## src/rtl/serial_deframer_pkg.sv

```systemverilog
// Shared types and line-level constants for the serial deframer.
// The FSM state enum is shared so that any observer decodes the same encoding.
package serial_deframer_pkg;

    typedef enum logic [1:0] {
        ST_IDLE   = 2'd0,
        ST_DATA   = 2'd1,
        ST_PARITY = 2'd2,
        ST_STOP   = 2'd3
    } state_e;

    localparam logic START_BIT  = 1'b1;
    localparam logic STOP_BIT   = 1'b0;
    localparam logic IDLE_LEVEL = 1'b0;

endpackage : serial_deframer_pkg

```

## src/rtl/serial_deframer_if.sv

```systemverilog
// Output word handshake between the deframer and its consumer.
// The deframer is the master; it drives the word, parity flag and valid.
interface serial_deframer_if #(
    parameter int WIDTH = 4
);

    logic [WIDTH-1:0] out_data;
    logic             out_perr;
    logic             out_valid;
    logic             out_ready;

    modport master (
        output out_data,
        output out_perr,
        output out_valid,
        input  out_ready
    );

    modport slave (
        input  out_data,
        input  out_perr,
        input  out_valid,
        output out_ready
    );

endinterface : serial_deframer_if

```

## src/rtl/serial_deframer_out_reg.sv

```systemverilog
// One-entry valid/ready holding register for completed words.
// A word that arrives while the held word is stalled is dropped and flags overrun.
module deframer_out_reg #(
    parameter int WIDTH = 4
) (
    input  logic             clk,
    input  logic             rst,
    input  logic             load,
    input  logic [WIDTH-1:0] load_data,
    input  logic             load_perr,
    input  logic             ovr_clr,
    output logic             overrun,
    serial_deframer_if.master out_if
);

    logic             valid_q, valid_d;
    logic [WIDTH-1:0] data_q, data_d;
    logic             perr_q, perr_d;
    logic             ovr_q, ovr_d;
    logic             accept;
    logic             drop;

    always_comb begin
        accept  = load && (!valid_q || out_if.out_ready);
        drop    = load && valid_q && !out_if.out_ready;
        valid_d = valid_q;
        data_d  = data_q;
        perr_d  = perr_q;
        ovr_d   = ovr_q;

        // A consumer pop in the same cycle frees the slot for the incoming word.
        if (accept) begin
            valid_d = 1'b1;
            data_d  = load_data;
            perr_d  = load_perr;
        end else if (valid_q && out_if.out_ready) begin
            valid_d = 1'b0;
        end

        if (drop) begin
            ovr_d = 1'b1;
        end else if (ovr_clr) begin
            ovr_d = 1'b0;
        end
    end

    always_ff @(posedge clk or posedge rst) begin
        if (rst) begin
            valid_q <= 1'b0;
            data_q  <= '0;
            perr_q  <= 1'b0;
            ovr_q   <= 1'b0;
        end else begin
            valid_q <= valid_d;
            data_q  <= data_d;
            perr_q  <= perr_d;
            ovr_q   <= ovr_d;
        end
    end

    assign out_if.out_valid = valid_q;
    assign out_if.out_data  = data_q;
    assign out_if.out_perr  = perr_q;
    assign overrun          = ovr_q;

endmodule : deframer_out_reg

```

## src/rtl/serial_deframer.sv

```systemverilog
// Serial frame receiver: start bit, WIDTH data bits MSB first, optional even
// parity, stop bit. Completed words go to a one-entry valid/ready register.
module serial_deframer
    import serial_deframer_pkg::*;
#(
    parameter int WIDTH     = 4,
    parameter bit PARITY_EN = 1'b1
) (
    input  logic clk,
    input  logic rst,
    input  logic en,
    input  logic serial_in,
    serial_deframer_if.master out_if,
    output logic frame_err,
    output logic overrun,
    input  logic ovr_clr
);

    localparam int              CNT_W    = $clog2(WIDTH);
    localparam logic [CNT_W-1:0] LAST_BIT = CNT_W'(WIDTH - 1);

    state_e           state_q, state_d;
    logic [CNT_W-1:0] cnt_q, cnt_d;
    logic [WIDTH-1:0] rx_q, rx_d;
    logic             perr_q, perr_d;
    logic             frame_err_q, frame_err_d;
    logic             deliver;

    always_comb begin
        state_d     = state_q;
        cnt_d       = cnt_q;
        rx_d        = rx_q;
        perr_d      = perr_q;
        frame_err_d = 1'b0;
        deliver     = 1'b0;

        if (en) begin
            case (state_q)
                ST_IDLE: begin
                    if (serial_in == START_BIT) begin
                        state_d = ST_DATA;
                        cnt_d   = '0;
                        perr_d  = 1'b0;
                    end
                end
                ST_DATA: begin
                    rx_d  = {rx_q[WIDTH-2:0], serial_in};
                    cnt_d = cnt_q + 1'b1;
                    if (cnt_q == LAST_BIT) begin
                        state_d = PARITY_EN ? ST_PARITY : ST_STOP;
                    end
                end
                ST_PARITY: begin
                    perr_d  = ^{rx_q, serial_in};
                    state_d = ST_STOP;
                end
                ST_STOP: begin
                    // A bad stop bit discards the word; the output register is not touched.
                    state_d = ST_IDLE;
                    if (serial_in == STOP_BIT) begin
                        deliver = 1'b1;
                    end else begin
                        frame_err_d = 1'b1;
                    end
                end
                default: state_d = ST_IDLE;
            endcase
        end
    end

    always_ff @(posedge clk or posedge rst) begin
        if (rst) begin
            state_q     <= ST_IDLE;
            cnt_q       <= '0;
            rx_q        <= '0;
            perr_q      <= 1'b0;
            frame_err_q <= 1'b0;
        end else begin
            state_q     <= state_d;
            cnt_q       <= cnt_d;
            rx_q        <= rx_d;
            perr_q      <= perr_d;
            frame_err_q <= frame_err_d;
        end
    end

    assign frame_err = frame_err_q;

    deframer_out_reg #(
        .WIDTH(WIDTH)
    ) u_out_reg (
        .clk      (clk),
        .rst      (rst),
        .load     (deliver),
        .load_data(rx_q),
        .load_perr(perr_q),
        .ovr_clr  (ovr_clr),
        .overrun  (overrun),
        .out_if   (out_if)
    );

endmodule : serial_deframer

```

## src/flat_wrapper.sv

```systemverilog
// flat-port wrapper written by rule: the top's interface ports become plain ports
module serial_deframer_flat import serial_deframer_pkg::*;
#(
    parameter int WIDTH     = 4,
    parameter bit PARITY_EN = 1'b1
)
  (clk, rst, en, serial_in, frame_err, overrun, ovr_clr, out_if_out_data, out_if_out_perr, out_if_out_valid, out_if_out_ready);
  serial_deframer_if #(.WIDTH(WIDTH)) out_if_i ();
  input  logic clk;
  input  logic rst;
  input  logic en;
  input  logic serial_in;
  output logic frame_err;
  output logic overrun;
  input  logic ovr_clr;
  output wire logic [$bits(out_if_i.out_data)-1:0] out_if_out_data;
  output wire logic [$bits(out_if_i.out_perr)-1:0] out_if_out_perr;
  output wire logic [$bits(out_if_i.out_valid)-1:0] out_if_out_valid;
  input wire logic [$bits(out_if_i.out_ready)-1:0] out_if_out_ready;
  assign out_if_out_data = out_if_i.out_data;
  assign out_if_out_perr = out_if_i.out_perr;
  assign out_if_out_valid = out_if_i.out_valid;
  assign out_if_i.out_ready = out_if_out_ready;
  serial_deframer #(.WIDTH(WIDTH), .PARITY_EN(PARITY_EN)) u_core (.clk(clk), .rst(rst), .en(en), .serial_in(serial_in), .out_if(out_if_i), .frame_err(frame_err), .overrun(overrun), .ovr_clr(ovr_clr));
endmodule
```

## config.mk

```make
export PLATFORM = sky130hd
export DESIGN_NAME = serial_deframer_flat
export DESIGN_NICKNAME = d
export VERILOG_FILES = /design/src/rtl/serial_deframer_pkg.sv /design/src/rtl/serial_deframer_if.sv /design/src/rtl/serial_deframer_out_reg.sv /design/src/rtl/serial_deframer.sv /design/src/flat_wrapper.sv
export SDC_FILE = /design/constraint.sdc
export NUM_CORES = 1
export LEC_CHECK = 0
export ABC_AREA = 1
export ABC_CLOCK_PERIOD_IN_PS = 1400
export CELL_PAD_IN_SITES_DETAIL_PLACEMENT = 2
export CELL_PAD_IN_SITES_GLOBAL_PLACEMENT = 2
export CORE_MARGIN = 1.5
export CORE_UTILIZATION = 25
export DETAILED_ROUTE_END_ITERATION = 16
export PLACE_DENSITY_LB_ADDON = 0.3
export SYNTH_ARGS = -nofsm -noshare
export SYNTH_HDL_FRONTEND = slang
export SYNTH_SLANG_ARGS = --single-unit
```

## constraint.sdc

```tcl
create_clock -name clk -period 1.4 [get_ports clk]
set_input_delay 0.42 -clock clk [delete_from_list [all_inputs] [get_ports clk]]
set_output_delay 0.42 -clock clk [all_outputs]
set_load 0.005 [all_outputs]
```

Word-level counts from Yosys, hierarchy flattened

Cells that the tools add are included.

Divide/modulo/power cells: 0
Multiplexer cells: 17
Add/sub/neg operators: 1
$mul: 0
Shifts and indexed selects: 0
Magnitude comparators: 0
Reductions and logical operators: 17
Bitwise logic cells: 0
Equality and inequality tests: 6

Operators by type and width:

| operator              | number |
|---|---|
| $mux W1               | 11 |
| $reduce_and A3 Y1     | 3 |
| $pmux W2 S4           | 1 |
| $reduce_bool A2 Y1    | 4 |
| $eq A2 B2 Y1 const B  | 3 |
| $mux W2               | 3 |
| $reduce_xor A5 Y1     | 1 |
| $logic_and A1 B1 Y1   | 4 |
| $pmux W2 S2           | 1 |
| $add A2 B1 Y2 const B | 1 |
| $eq A2 B1 Y1 const B  | 1 |
| $logic_not A1 Y1      | 2 |
| $logic_not A2 Y1      | 1 |
| $ne A2 B1 Y1 const B  | 1 |
| $ne A2 B2 Y1 const B  | 1 |
| $pmux W1 S2           | 1 |
| $reduce_and A2 Y1     | 1 |
| $logic_or A1 B1 Y1    | 1 |

Memories kept: 0
Latch bits: 0
Bits in writable memories: 0
Input bits: 6
Bits in read-only memories: 0
Logic and storage cells: 50
Output and inout port bits: 8
Bits in registers: 17

Longest topological paths before layout

Depth after elaboration: 6
Gate-level depth with buffers: 8

Modules after synthesis

Synthesis repeated with hierarchy kept, for this count alone.

Cells, all modules: 99
Area, all modules: 858.3 um^2

By module, submodules not included:

| module           | seq. area each (um^2) | cells each | times used | area each (um^2) |
|---|---|---|---|---|
| serial_deframer  | 250.2                 | 69         | 1          | 583.1 |
| deframer_out_reg | 175.2                 | 30         | 1          | 275.3 |

Worst setup path before layout

OpenSTA, ideal clock, no wires.

Kind: register to register
Start point: register u_core.state_q[0]
End point: register u_core.perr_q
Cell stages (with the launch flop): 8
Library setup time: 120 ps
Setup slack: 198 ps
Data arrival time: 1082 ps
Data required time: 1280 ps
Buffers on the path: 0
Cell sequence: dfrtp_1 inv_1 ha_1 inv_1 o21ai_1 nor2_1 nand3_1 nand2_1

Cells in the longest elaborated chain, start to end: 3

Ends and longest elaborated chain:

| item                                                                | RTL line              | text |
|---|---|---|
| from (decl)                                                         | serial_deframer.sv:22 | `state_e state_q, state_d;` |
| from (signal assigned)                                              | serial_deframer.sv:79 | `state_q <= state_d;` |
| $eq A2 B2 Y1 or $logic_not A2 Y1 (tied branches)                    | serial_deframer.sv:38 | `case (state_q)` |
| $reduce_bool A2 Y1 (no source line) or $ne A2 B2 Y1 (tied branches) | --                    |  |
| $reduce_and A3 Y1 (no source line)                                  | --                    |  |
| to (signal assigned)                                                | serial_deframer.sv:82 | `perr_q <= perr_d;` |
| to (decl)                                                           | serial_deframer.sv:25 | `logic perr_q, perr_d;` |

Several ways; a longest one is shown, not always the timed one.
A chain may end at the register's enable or synchronous reset.

Final worst setup path

Start point: register u_core.u_out_reg.ovr_q (netlist: u_core.u_out_reg.overrun)
End point: output overrun

RTL lines:

| item                   | RTL line                      | text |
|---|---|---|
| from (decl)            | serial_deframer_out_reg.sv:19 | `logic ovr_q, ovr_d;` |
| from (signal assigned) | serial_deframer_out_reg.sv:57 | `ovr_q <= ovr_d;` |
| to (decl)              | flat_wrapper.sv:14            | `output logic overrun;` |

No word-level cell between the ends.

==> results.ini <==
[logic_synthesis]
synth_top_family_by_area=simple AND/OR/NAND/NOR gates
synthMuxAreaShare_pct=1.20
synth_compound_area_share_pct=12.9
synthCells=93
netlist-cell-type-count=17
yosysSeqAreaShare_pct=50.8
synthXorXnorAreaFrac_pct=1.05
synth_area_sq_um=837
yosysWarnings=0
syn_nets=104
synthAdderAreaFrac_pct=7.47
synthSimpleGateAreaFrac_pct=18.5
syn_avg_cell_area_sq_um=9.00
ys_ff_latch=17

[timing]
finalWorstSetupSlack_ns=0.0344
slew-limit-headroom_pct=80.3
setup_viol=0
rsz0062_at_grt=no
fin_crit_ns=1.37
fmax_mhz=732
drv_slew=0
fin_skew_ns=0.00735
worstMarginPinSlew_ns=0.295
finalHoldViolations=0
layout_worst_path_cycle_share_pct=97.5
whs_ns=0.426

[final_layout]
multi_input_area_sq_um=355
final_area_sq_um=1130
diodes=0
syn_to_final_growth_pct=35.4
layout_common_cells=nand2_1 (21), dfrtp_1 (17), inv_1 (16)
fillers=358
drive_above_1_share_pct=21.0
final_common_cell=nand2_1
seqCellArea_sq_um=425
nets=131

[power]
switching_power_uw=765
swShare_pct=39.3
p_per_area_nw_per_um2=1720
power.internal_uw=1180
power.leakage_uw=0.000570
power_uw=1950
p_clk_share_pct=14.4
power_frac_comb_pct=45.4
irDropWorstVdd_v=0.000511
pwr-share-seq_pct=40.2

[cts]
cts.path.max_buffers=2
cts_hold_buffers=0
cts_htree_levels=1
cts_buffers=3
tritoncts=yes
cts_sinks=17
clkTransAtPathRegs_ns=0.11
clk_latency_ns=0.30
cts-root-buf=clkbuf_4

[drt]
antenna_left=0
avgRoutedWirePerCell_um=12.4
route.vias.total=700
via_per_inst=4.29
firstDrtPassIters=3
drc=0
drt_wl_total_um=2020
drtIter0Drc=30

[critical_path]
crit_buf_inv=1
crit_fanout=2
cpLargestDelayFamily=flip-flops
crit_chain=dlygate4sd2_1
crit_path_end_kind=output pin
reg2reg_depth=7
worst-path-stages=1
crit_type=reg2out
crit_path_top_delay_cell=dfrtp_1
worstSetupStartpointType=register
arrival_ns=0.95
worstPathRequired_ns=0.98
max_stage_delay_ns=0.39

[global_routing]
antenna_found_initial=0
grt_pass1_vias=744
track_usage_pct=12.7
grt_pass1_wl_um=3300
grt_start_max_net_pins=18
grt_remaining_overflow=0

[die]
die_w_um=60.9
rows=20
num_io_pins=14
coreArea_sq_um=3130
die_h_um=60.9
start_util_pct=26.8
fp.dieArea_sq_um=3700

[placement]
dp_hpwl_um=1600
dpl_cell_area_sq_um=1060
place_congestion=0.766
io_buffers=13
pre_cts_ws_ns=-0.346

[hold_path]
hold_class=in2async

[outcome]
status=finished clean

[flow_run]
maxCapViolations=0

power groups by stage:
| stage | Combinational (uW) | Sequential, uW | Clock, uW |
|---|---|---|---|
| final | 884 | 783 | 281 |
| after floorplan | 509 | 787 | 0 |
| after detailed placement | 890 | 798 | 0 |
| after global placement | 846 | 786 | 0 |
| after global routing | 1020 | 805 | 317 |
| after CTS | 852 | 783 | 295 |
registers in the layout, indices dropped and copies added (netlist names):
register / cells
u_core.cnt_q: 2
u_core.frame_err: 1
u_core.perr_q: 1
u_core.rx_q: 4
u_core.state_q: 2
u_core.u_out_reg.out_if.out_data: 4
u_core.u_out_reg.out_if.out_perr: 1
u_core.u_out_reg.out_if.out_valid: 1
u_core.u_out_reg.overrun: 1
layer usage:
| metal | GRT usage [%] | routed length (um) | vias up |
|---|---|---|---|
| met2 | 22.9 | 1080 | 12 |
| li1 | - | - | 341 |
| met4 | 5.59 | 30 | 0 |
| met5 | 0 | 0 | - |
| met1 | 14.4 | 858 | 343 |
| met3 | 2.56 | 50 | 4 |
per-stage QoR:
step | TNS [ns] | std cells | utilization (%)
floorplan | 0 | 93 | -
global placement | -2.83 | 155 | 33.9
detailed placement | -3.54 | 155 | 33.9
CTS | 0 | 160 | 34.8
global route | 0 | 163 | 36.2
finish | 0 | 163 | 36.2
cells in the mapped netlist:
library cell / instances / area, sq um
a21oi_1: 2 / 10.0
a21oi_4: 1 / 16.3
dfrtp_1: 17 / 425
ha_1: 5 / 62.6
inv_1: 16 / 60.1
inv_2: 2 / 7.51
mux2i_1: 1 / 10.0
nand2_1: 22 / 82.6
nand2_4: 1 / 11.3
nand3_1: 5 / 25.0
nor2_1: 4 / 15.0
nor3_1: 1 / 5.00
nor3_4: 1 / 16.3
o21ai_0: 6 / 30.0
o21ai_1: 5 / 25.0
o21ai_2: 3 / 26.3
xnor2_1: 1 / 8.76
timing repair:
item | 4_1_cts | 5_1_grt
setup endpoints to repair | 9 | 19
buffers inserted | 1 | 3
endpoints found under the hold margin | 0 | 0
resized for setup | 8 | 12
pin swaps | 1 | 3
final timing paths:
path,startpoint,to,slack [ns]
setup / recovery,u_core.u_out_reg.overrun,overrun,0.03
hold reg to reg,u_core.u_out_reg.out_if.out_perr,u_core.u_out_reg.out_if.out_perr,0.49
max in group asynchronous,rst,u_core.state_q[0],0.77
hold / removal,rst,u_core.u_out_reg.out_if.out_perr,0.43
setup reg to reg,u_core.state_q[1],u_core.state_q[1],0.10
min in group clk,u_core.u_out_reg.out_if.out_perr,u_core.u_out_reg.out_if.out_perr,0.49
cell families (layout without fill, tap and decap cells):
logic type / after synthesis / in the layout
and+or+nand+nor: 34 / 34
buffers and inverters: 18 / 44
AOI/OAI and AO/OA: 17 / 17
DFF: 17 / 17
adders and majority gates: 5 / 5
xor gates and xnor gates: 1 / 1
muxes: 1 / 1
layout make-up:
cell class,instances,area share [%]
well taps,44,4.86
repair buffers,22,17.7
flip-flops and latches,17,37.5
multi-input cells,58,31.3
clock inverters,1,0.662
clock buffers,3,1.99
inverters,18,5.96
No activity file was read; power rests on OpenSTA's default activity.
